`src/rtl/mem_queue_pkg.sv`:
```
`default_nettype none
// +----------------------------------------------------------------------------+
// | mem_queue_pkg                                                              |
// | Shared types for the memory-stage load/store queue and the dbus protocol.  |
// | Revision: 1.0                                                              |
// +----------------------------------------------------------------------------+
package mem_queue_pkg;

    typedef enum logic [1:0] {
        MSIZE1 = 2'd0,
        MSIZE2 = 2'd1,
        MSIZE4 = 2'd2
    } msize_t;

    localparam logic [4:0] EX_ADEL = 5'h04;
    localparam logic [4:0] EX_ADES = 5'h05;

    // Upper bound on the opaque tag width; the queue keeps the low TAG_W bits.
    localparam int unsigned TAG_W_MAX = 16;

    typedef struct packed {
        logic        valid;
        logic [31:0] addr;
        msize_t      size;
        logic [3:0]  strobe;
        logic [31:0] data;
    } dbus_req_t;

    typedef struct packed {
        logic        addr_ok;
        logic        data_ok;
        logic [31:0] data;
    } dbus_resp_t;

    typedef struct packed {
        logic [31:0]          addr;
        msize_t               msize;
        logic                 write;
        logic                 sgn;
        logic [31:0]          wdata;
        logic [TAG_W_MAX-1:0] tag;
        logic                 exc;
        logic                 done;
        logic                 killed;
        logic [31:0]          rdata;
    } mem_entry_t;

    function automatic logic MISALIGN(input msize_t sz, input logic [1:0] lo);
        case (sz)
            MSIZE2:  MISALIGN = lo[0];
            MSIZE4:  MISALIGN = |lo;
            default: MISALIGN = 1'b0;
        endcase
    endfunction

endpackage
`default_nettype wire

```
`src/rtl/mem_lane_align.sv`:
```
`default_nettype none
// +----------------------------------------------------------------------------+
// | mem_lane_align                                                             |
// | Store lane replication/strobe and load byte extraction with extension.     |
// | Revision: 1.0                                                              |
// +----------------------------------------------------------------------------+
module mem_lane_align
    import mem_queue_pkg::*;
(
    input  logic [1:0]  st_off,
    input  msize_t      st_size,
    input  logic [31:0] st_wdata,
    output logic [3:0]  st_strobe,
    output logic [31:0] st_data,
    input  logic [1:0]  ld_off,
    input  msize_t      ld_size,
    input  logic        ld_signed,
    input  logic [31:0] ld_raw,
    output logic [31:0] ld_data
);

    logic [31:0] ld_shift;

    always_comb begin
        st_strobe = 4'hF;
        st_data   = st_wdata;
        case (st_size)
            MSIZE1: begin
                st_strobe = 4'b0001 << st_off;
                st_data   = {4{st_wdata[7:0]}};
            end
            MSIZE2: begin
                st_strobe = 4'b0011 << st_off;
                st_data   = {2{st_wdata[15:0]}};
            end
            default: ;
        endcase
    end

    always_comb begin
        ld_shift = ld_raw >> {ld_off, 3'b000};
        ld_data  = ld_shift;
        case (ld_size)
            MSIZE1:  ld_data = {{24{ld_signed & ld_shift[7]}},  ld_shift[7:0]};
            MSIZE2:  ld_data = {{16{ld_signed & ld_shift[15]}}, ld_shift[15:0]};
            default: ;
        endcase
    end

endmodule
`default_nettype wire

```
`src/rtl/mem_req_queue.sv`:
```
`default_nettype none
// +----------------------------------------------------------------------------+
// | mem_req_queue                                                              |
// | In-order load/store queue with overlapping dbus requests and in-order      |
// | retirement of load data, store acks and alignment faults.                  |
// | Revision: 1.0                                                              |
// +----------------------------------------------------------------------------+
module mem_req_queue
    import mem_queue_pkg::*;
#(
    parameter int unsigned DEPTH   = 4,
    parameter int unsigned MAX_OUT = 2,
    parameter int unsigned TAG_W   = 5
) (
    input  logic             clk,
    input  logic             resetn,
    input  logic             in_valid,
    output logic             in_ready,
    input  logic             in_write,
    input  logic [31:0]      in_addr,
    input  msize_t           in_msize,
    input  logic             in_signed,
    input  logic [31:0]      in_wdata,
    input  logic [TAG_W-1:0] in_tag,
    input  logic             flush,
    output dbus_req_t        dreq,
    input  dbus_resp_t       dresp,
    output logic             out_valid,
    input  logic             out_ready,
    output logic [31:0]      out_data,
    output logic [TAG_W-1:0] out_tag,
    output logic             out_exc,
    output logic [4:0]       out_exc_code,
    output logic [31:0]      out_badvaddr
);

    localparam int unsigned AW = $clog2(DEPTH);
    localparam int unsigned PW = AW + 1;

    logic [PW-1:0] head_q, head_d;
    logic [PW-1:0] dptr_q, dptr_d;
    logic [PW-1:0] iptr_q, iptr_d;
    logic [PW-1:0] tail_q, tail_d;
    mem_entry_t    ent_q [DEPTH];
    mem_entry_t    ent_d [DEPTH];

    logic [AW-1:0] hslot, dslot, islot, tslot;
    logic [PW-1:0] count, outstanding, kill_span;
    logic [AW-1:0] slot_off [DEPTH];
    logic          full, empty;
    logic          req_valid, issue, complete;
    logic          head_ok, pop, fence_pass, push;
    logic [3:0]    st_strobe;
    logic [31:0]   st_data, ld_data;

    assign hslot = head_q[AW-1:0];
    assign dslot = dptr_q[AW-1:0];
    assign islot = iptr_q[AW-1:0];
    assign tslot = tail_q[AW-1:0];

    assign count       = tail_q - head_q;
    assign outstanding = iptr_q - dptr_q;
    assign kill_span   = iptr_q - head_q;
    assign full        = (count == PW'(DEPTH));
    assign empty       = (head_q == tail_q);

    assign in_ready = !full && !flush;
    assign push     = in_valid && in_ready;

    // A faulted entry at iptr blocks issue of itself and everything behind it.
    assign req_valid = (iptr_q != tail_q) && !ent_q[islot].exc
                       && (outstanding < PW'(MAX_OUT)) && !flush;
    assign issue     = req_valid && dresp.addr_ok;
    assign complete  = dresp.data_ok && ((dptr_q != iptr_q) || issue);

    assign head_ok    = !empty && ent_q[hslot].done;
    assign out_valid  = head_ok && !ent_q[hslot].killed;
    assign pop        = head_ok && (ent_q[hslot].killed || out_ready);
    // Only an unissued faulted entry can be done at head while head == iptr.
    assign fence_pass = pop && (head_q == iptr_q);

    mem_lane_align u_align (
        .st_off    (ent_q[islot].addr[1:0]),
        .st_size   (ent_q[islot].msize),
        .st_wdata  (ent_q[islot].wdata),
        .st_strobe (st_strobe),
        .st_data   (st_data),
        .ld_off    (ent_q[dslot].addr[1:0]),
        .ld_size   (ent_q[dslot].msize),
        .ld_signed (ent_q[dslot].sgn),
        .ld_raw    (dresp.data),
        .ld_data   (ld_data)
    );

    always_comb begin
        dreq.valid  = req_valid;
        dreq.addr   = req_valid ? ent_q[islot].addr  : 32'h0;
        dreq.size   = req_valid ? ent_q[islot].msize : MSIZE1;
        dreq.strobe = req_valid ? st_strobe          : 4'h0;
        dreq.data   = req_valid ? st_data            : 32'h0;
    end

    always_comb begin
        out_data     = 32'h0;
        out_tag      = '0;
        out_exc      = 1'b0;
        out_exc_code = 5'h0;
        out_badvaddr = 32'h0;
        if (out_valid) begin
            out_data = ent_q[hslot].rdata;
            out_tag  = ent_q[hslot].tag[TAG_W-1:0];
            out_exc  = ent_q[hslot].exc;
            if (ent_q[hslot].exc) begin
                out_exc_code = ent_q[hslot].write ? EX_ADES : EX_ADEL;
                out_badvaddr = ent_q[hslot].addr;
            end
        end
    end

    always_comb begin
        head_d = head_q + PW'(pop);
        iptr_d = iptr_q + PW'(issue || fence_pass);
        dptr_d = dptr_q + PW'(complete || fence_pass);
        tail_d = flush ? iptr_d : tail_q + PW'(push);
    end

    always_comb begin
        for (int i = 0; i < DEPTH; i++) begin
            slot_off[i] = AW'(i) - hslot;
        end
    end

    always_comb begin
        for (int i = 0; i < DEPTH; i++) begin
            ent_d[i] = ent_q[i];
            // Issued entries survive a flush but must retire invisibly.
            if (flush && ({1'b0, slot_off[i]} < kill_span)) begin
                ent_d[i].killed = 1'b1;
            end
        end
        if (push) begin
            ent_d[tslot].addr   = in_addr;
            ent_d[tslot].msize  = in_msize;
            ent_d[tslot].write  = in_write;
            ent_d[tslot].sgn    = in_signed;
            ent_d[tslot].wdata  = in_wdata;
            ent_d[tslot].tag    = TAG_W_MAX'(in_tag);
            ent_d[tslot].exc    = MISALIGN(in_msize, in_addr[1:0]);
            ent_d[tslot].done   = MISALIGN(in_msize, in_addr[1:0]);
            ent_d[tslot].killed = 1'b0;
            ent_d[tslot].rdata  = 32'h0;
        end
        if (complete) begin
            ent_d[dslot].done  = 1'b1;
            ent_d[dslot].rdata = ent_q[dslot].write ? 32'h0 : ld_data;
        end
    end

    always_ff @(posedge clk or negedge resetn) begin
        if (!resetn) begin
            head_q <= '0;
            dptr_q <= '0;
            iptr_q <= '0;
            tail_q <= '0;
            for (int i = 0; i < DEPTH; i++) begin
                ent_q[i] <= '0;
            end
        end else begin
            head_q <= head_d;
            dptr_q <= dptr_d;
            iptr_q <= iptr_d;
            tail_q <= tail_d;
            for (int i = 0; i < DEPTH; i++) begin
                ent_q[i] <= ent_d[i];
            end
        end
    end

`ifndef SYNTHESIS
    a_no_stray_data_ok: assert property (@(posedge clk) disable iff (!resetn)
        dresp.data_ok |-> ((dptr_q != iptr_q) || issue))
        else $error("data_ok with no outstanding request");
`endif

endmodule
`default_nettype wire
```
`config.mk`:
```
export PLATFORM = sky130hd
export DESIGN_NAME = mem_req_queue
export DESIGN_NICKNAME = d
export VERILOG_FILES = /design/src/rtl/mem_queue_pkg.sv /design/src/rtl/mem_lane_align.sv /design/src/rtl/mem_req_queue.sv
export SDC_FILE = /design/constraint.sdc
export NUM_CORES = 1
export LEC_CHECK = 0
export ABC_AREA = 1
export ABC_CLOCK_PERIOD_IN_PS = 4800
export BUFFER_PORTS_ARGS = -buffer_cell sky130_fd_sc_hd__buf_2
export CORE_MARGIN = 10
export CORE_UTILIZATION = 59
export CTS_CLUSTER_DIAMETER = 50
export DETAILED_ROUTE_END_ITERATION = 12
export PLACE_DENSITY_LB_ADDON = 0.05
export SYNTH_ARGS = -nofsm -noshare
export SYNTH_HDL_FRONTEND = slang
export SYNTH_SLANG_ARGS = --single-unit
```
`constraint.sdc`:
```
create_clock -name clk -period 4.8 [get_ports clk]
set_clock_uncertainty 0.1 [all_clocks]
set_input_delay 0.24 -clock clk [delete_from_list [all_inputs] [get_ports clk]]
set_output_delay 0.24 -clock clk [all_outputs]
set_load 0.01 [all_outputs]
```
======== After elaboration in Yosys (flattened, before gate mapping) ========
Index checks and enable logic that the tools add are counted.
storage, ports and cells
  output and inout port bits .............. 148
  word-level logic and storage cells ...... 183
  input bits .............................. 112
  register bits after elaboration ......... 488
operators by class
  mux-type cells .......................... 70
  bitwise logic cells ..................... 6
  add/subtract/negate cells ............... 11
  shift-type cells ........................ 3
  order comparisons ....................... 11
  equality and inequality tests ........... 9
  reduce and logical (&&, ||, !) cells .... 29
operators with widths
  kind                number
  $bwmux 476          12
  $demux 119 s2       12
  $mux 476            2
  $bmux 119 s2        3
  $mux 119            5
  $mux 32             8
  $mux 89             2
  $pmux 32 s2         2
  $mux 87             1
  $mux 85             1
  $mux 84             1
  $mux 83             1
  $mux 34             2
  $mux 51             1
  $mux 35             1
  $mux 33             1
  $shr 32x5->32       1
  $logic_and 1x1->1   17
  $add 3x1->3         4
  $ge 3x3->1 const B  4
  $lt 2x3->1          4
  $not 2->3           4
  $mux 3              3
  $sub 3x3->3         3
  22 further kinds    44

======== Depth between registers and ports, before layout ========
  depth in word-level cells ............... 19
  mapped depth ............................ 19
  depth with buffers taken out ............ 15

======== Modules after synthesis ========
From an unflattened synthesis, not the netlist that was laid out.
unflattened totals
  cell total of the unflattened synthesis .. 3718
  area, all modules ....................... 25859.8 µm²
by module, submodules not included
  module          seq. area each (µm²)  instances  cells each  area each (µm²)
  mem_req_queue   11110.7               1          3476        24553.5
  mem_lane_align  0.0                   1          242         1306.3

======== Worst setup path after synthesis ========
OpenSTA, ideal clock, no wires.
  path kind ............................... flip-flop to output port
  start ................................... reg iptr_q[0]
  end ..................................... out dreq[17] (netlist name)
  data arrival time ....................... 3.159 ns
  slack ................................... 1.301 ns
  data required time ...................... 4.460 ns
  stages on the path, launching flop included .. 17
  buffers on the path ..................... 7
  path through ............................ dfrtp_1 buf_2 inv_2 buf_2 buf_2 buf_1 clkbuf_1 ha_1 fa_1 nand2_1 a21oi_1 nand3_1 clkbuf_1 nor2_1 inv_1 buf_2 a32oi_1
RTL lines
  what                    line                  RTL
  start, declared         mem_req_queue.sv:42   logic [PW-1:0] iptr_q, iptr_d;
  start signal, assigned  mem_req_queue.sv:171  iptr_q <= iptr_d;
  end, declared           mem_req_queue.sv:26   output dbus_req_t dreq,

==> impl_results.rst <==
.. list-table::
   :header-rows: 1

   * - Metric
     - Value
   * - Half-perimeter wire length after placement
     - 45320 µm
   * - RePlAce Congestion
     - 0.9192
   * - TritonCTS Sinks
     - between 400 and 500
   * - 1st-pass router iterations
     - 6
   * - Cell count after synthesis
     - around 3k
   * - TritonCTS clock tree
     - yes
   * - Post-Route Utilization
     - ~70%
   * - Insertion delay of the later-clocked pin in the worst-skew pair
     - roughly 0.61 ns
   * - Number of routed nets with antenna violations
     - 0
   * - Starting density of the core
     - 59.91%
   * - Area of placed instances
     - 24050 µm²
   * - Total congestion overflow
     - 0
   * - Top cells by instance count after synthesis
     - sky130_fd_sc_hd__nand2_1 (919), sky130_fd_sc_hd__dfrtp_1 (444), sky130_fd_sc_hd__o21ai_0 (313), sky130_fd_sc_hd__nand3_1 (254), sky130_fd_sc_hd__inv_1 (230)
   * - Number of DRC violations after detailed routing
     - 0
   * - Pin count of the biggest net entering global routing
     - 130
   * - Final Instance Area
     - 26640 µm²
   * - Net count reported at finish
     - between 3k and 4k
   * - Maximum fanout count along the critical path
     - 70
   * - Headroom to the max-slew limit
     - a little over a third
   * - Sum of negative setup slack
     - 0 ns
   * - Initial antenna violation count
     - 4
   * - Result of the run
     - finished, final reports clean
   * - Buffers inserted by post-CTS timing repair
     - 0
   * - Final Routed Wirelength
     - roughly 74000 µm
   * - Number of global-route vias before repair
     - approximately 21k
   * - Net switching power
     - 9.726 mW
   * - Number of top-level design ports
     - 260
   * - Number of synthesized register bits
     - about 440
   * - Non-filler instance count after layout
     - ~3.7k
   * - Netlist cell types
     - 37
   * - Number of enable-type register cells in the synthesized netlist
     - 0
   * - Std cell rows
     - 71
   * - Sequential power share
     - 31.6%
   * - Max-cap violations
     - 0
   * - Least-Margin Pin Slew
     - roughly 0.97 ns
   * - Total power after layout
     - 20.49 mW
   * - Largest cells by area after synthesis
     - sky130_fd_sc_hd__dfrtp_1 (49%), sky130_fd_sc_hd__nand2_1 (15%), sky130_fd_sc_hd__o21ai_0 (6.9%)
   * - Synth warn
     - 0
   * - Leakage power summed over all cells
     - 13.33 nW
   * - F_max
     - about 230 MHz
   * - Area added between synthesis and finish
     - 17.76%
   * - Part of the total power dissipated in combinational logic
     - 48.6%
   * - Mean cell area of the mapped netlist
     - 7.712 µm²
   * - Routed len/inst
     - roughly 20 µm
   * - Clk slew on worst S/H paths
     - ~0.060 ns
   * - H-tree level count
     - 2
   * - Post-synthesis sequential area ratio
     - roughly 49%
   * - CTS Root Buffer Type
     - sky130_fd_sc_hd__clkbuf_16
   * - Die span in y
     - around 220 µm
   * - Area of the multi-input gates
     - approximately 9700 µm²
   * - First-pass GRT wire length
     - 117900 µm
   * - Worst hold path class
     - in -> reg
   * - Area of the core
     - roughly 38000 µm²
   * - Mapped Area
     - between 20000 and 25000 µm²
   * - Setup slack of the most critical reg-to-reg path
     - around 1.2 ns
   * - Gr usage total
     - between 30% and 40%
   * - CTS Buf Count
     - about 50
   * - Deepest clock path buffer count
     - 3
   * - Final period demand of the worst path
     - 4.272 ns
   * - Ys async rst share
     - 100.0%
   * - Count of endpoints failing setup in the final report
     - 0
   * - Layout cell share with drive strength beyond 1
     - a little over an eighth
   * - IR drop worst, VDD
     - slightly below 0.5 mV
   * - IO buf count
     - 256
   * - Critical Path RT
     - 4.46 ns
   * - Setup repair after global routing missed its margin
     - false
   * - Fin crit share
     - 89.00%
   * - Area share of the largest cell type after synthesis
     - 49.12%
   * - Startpoint-to-endpoint class of the critical path
     - reg -> out
   * - Width of the chip
     - between 200 and 250 µm
   * - Power per standard cell area
     - between 700 and 800 nW/µm²
   * - Final slew viol count
     - 0
   * - Number of fillers in the final layout
     - around 3.1k
   * - 1st-iter DRT viols
     - around 2.7k
   * - Main synth FF type
     - sky130_fd_sc_hd__dfrtp_1
   * - Kind of start point of the critical path
     - flop
   * - Via count of the routed design
     - roughly 22k
   * - Switching power share of the total
     - 47.47%
   * - Sequential Area
     - about 11000 µm²
   * - Final number of hold-violating endpoints
     - 0
   * - Post-detailed-route via-to-cell ratio
     - between 5 and 6
   * - Most instantiated library cell after synthesis
     - sky130_fd_sc_hd__nand2_1
   * - Total instance count after detailed placement
     - about 3.5k
   * - Arrival @ worst endpoint
     - about 3.9 ns
   * - Top cell type by total area after synthesis
     - sky130_fd_sc_hd__dfrtp_1
   * - Internal cell power
     - 10.76 mW
   * - Quantity of gates resized following cts
     - 0
   * - Die Outline Area
     - 46570 µm²
   * - Crit path capture type
     - output pin
   * - Clock share of power
     - between 10% and 20%
[cell type report]
cell class	instances	area share [%]
multi-input cells	2031	36.29
diodes	3	0.02818
inverters	244	3.471
clock inverters	29	1.221
flip-flops and latches	444	41.73
well taps	511	2.400
repair buffers	381	9.404
clock buffers	66	5.458
[final timing paths]
path	to	depth (start not counted)	from
max	dreq[29]	10	iptr_q[0]
min	ent_q[239]	5	dresp[9]
max reg2reg	ent_q[32]	12	iptr_q[0]
min reg2reg	flop	2	flop
max in group asynchronous	ent_q[250]	3	resetn
min in group asynchronous	async pin	2	resetn
[through the flow]
step	setup slack [ns]	hold slack [ns]
global route	0.2453	0.04349
CTS	0.5917	0.006139
global placement	1.291	0.2611
finish	0.5282	0.03165
floorplan	1.301	-0.1556
detailed placement	1.225	0.2609
[power by group through the flow]
stage	clock network (mW)	logic, mW	registers [mW]
final	4.07	9.95	6.47
after global placement	0	9.39	6.42
after floorplan	0	6.98	6.08
after detailed placement	0	9.62	6.49
after CTS	4.11	9.75	6.44
after global routing	4.27	11.0	6.65
[worst max-delay path: stages (launching register included)]
cell and delay [ns]:
sky130_fd_sc_hd__dfrtp_4 0.93, sky130_fd_sc_hd__inv_4 0.06, sky130_fd_sc_hd__ha_1 0.22, sky130_fd_sc_hd__fa_1 0.49, sky130_fd_sc_hd__nand2_1 0.05, sky130_fd_sc_hd__a21oi_1 0.20, sky130_fd_sc_hd__nand3_2 0.22, sky130_fd_sc_hd__inv_1 0.51
sky130_fd_sc_hd__o21ai_0 0.23, sky130_fd_sc_hd__a211oi_1 0.24, sky130_fd_sc_hd__buf_2 0.18
[cell families after synthesis]
kind of cell | Yosys count | synth area share [%]
simple gates | 1265 | 22.78
compound gates | 732 | 18.08
buf+inv | 460 | 8.358
flops | 444 | 49.12
fa+ha+maj | 23 | 1.339
xor+xnor | 8 | 0.3097
other cells | 1 | 0.01658
[timing repair]
item                       in CTS  in global routing
hold endpoints to repair      413                  0
setup endpoints to repair       0                  0
hold buffers                   80                  0
[cells in the final DEF (no fill, tap or decap), types with 8 or more instances in the layout]
cell                            netlist  routed
sky130_fd_sc_hd__a22oi_1             53      53
sky130_fd_sc_hd__inv_1              230     228
sky130_fd_sc_hd__a221oi_1            33      33
sky130_fd_sc_hd__clkbuf_8             0      10
sky130_fd_sc_hd__clkinv_2             0      12
sky130_fd_sc_hd__nand3_1            254     253
sky130_fd_sc_hd__o21ai_0            313     313
sky130_fd_sc_hd__dlygate4sd3_1        0      80
sky130_fd_sc_hd__dfrtp_1            444     442
sky130_fd_sc_hd__inv_2               14      12
sky130_fd_sc_hd__nor2_2               9       8
sky130_fd_sc_hd__o21ai_1             37      37
sky130_fd_sc_hd__o22ai_1             36      36
sky130_fd_sc_hd__a32oi_1              9       9
sky130_fd_sc_hd__a31oi_1             38      38
sky130_fd_sc_hd__buf_4                8      39
sky130_fd_sc_hd__a21oi_1            199     199
sky130_fd_sc_hd__clkbuf_16            0      52
sky130_fd_sc_hd__nand2_1            919     916
sky130_fd_sc_hd__ha_1                21      21
sky130_fd_sc_hd__buf_2               65     255
sky130_fd_sc_hd__nor2_1              71      68
[routing by layer]
metal	up-vias	share of wire (%)	track usage (%)
met4	4	2.2	8.238
met3	142	11	6.294
met1	10580	40	42.20
met5	-	0.024	0
li1	10120	-	-
met2	1347	47	49.76
Power figures use the tool's default switching activity.
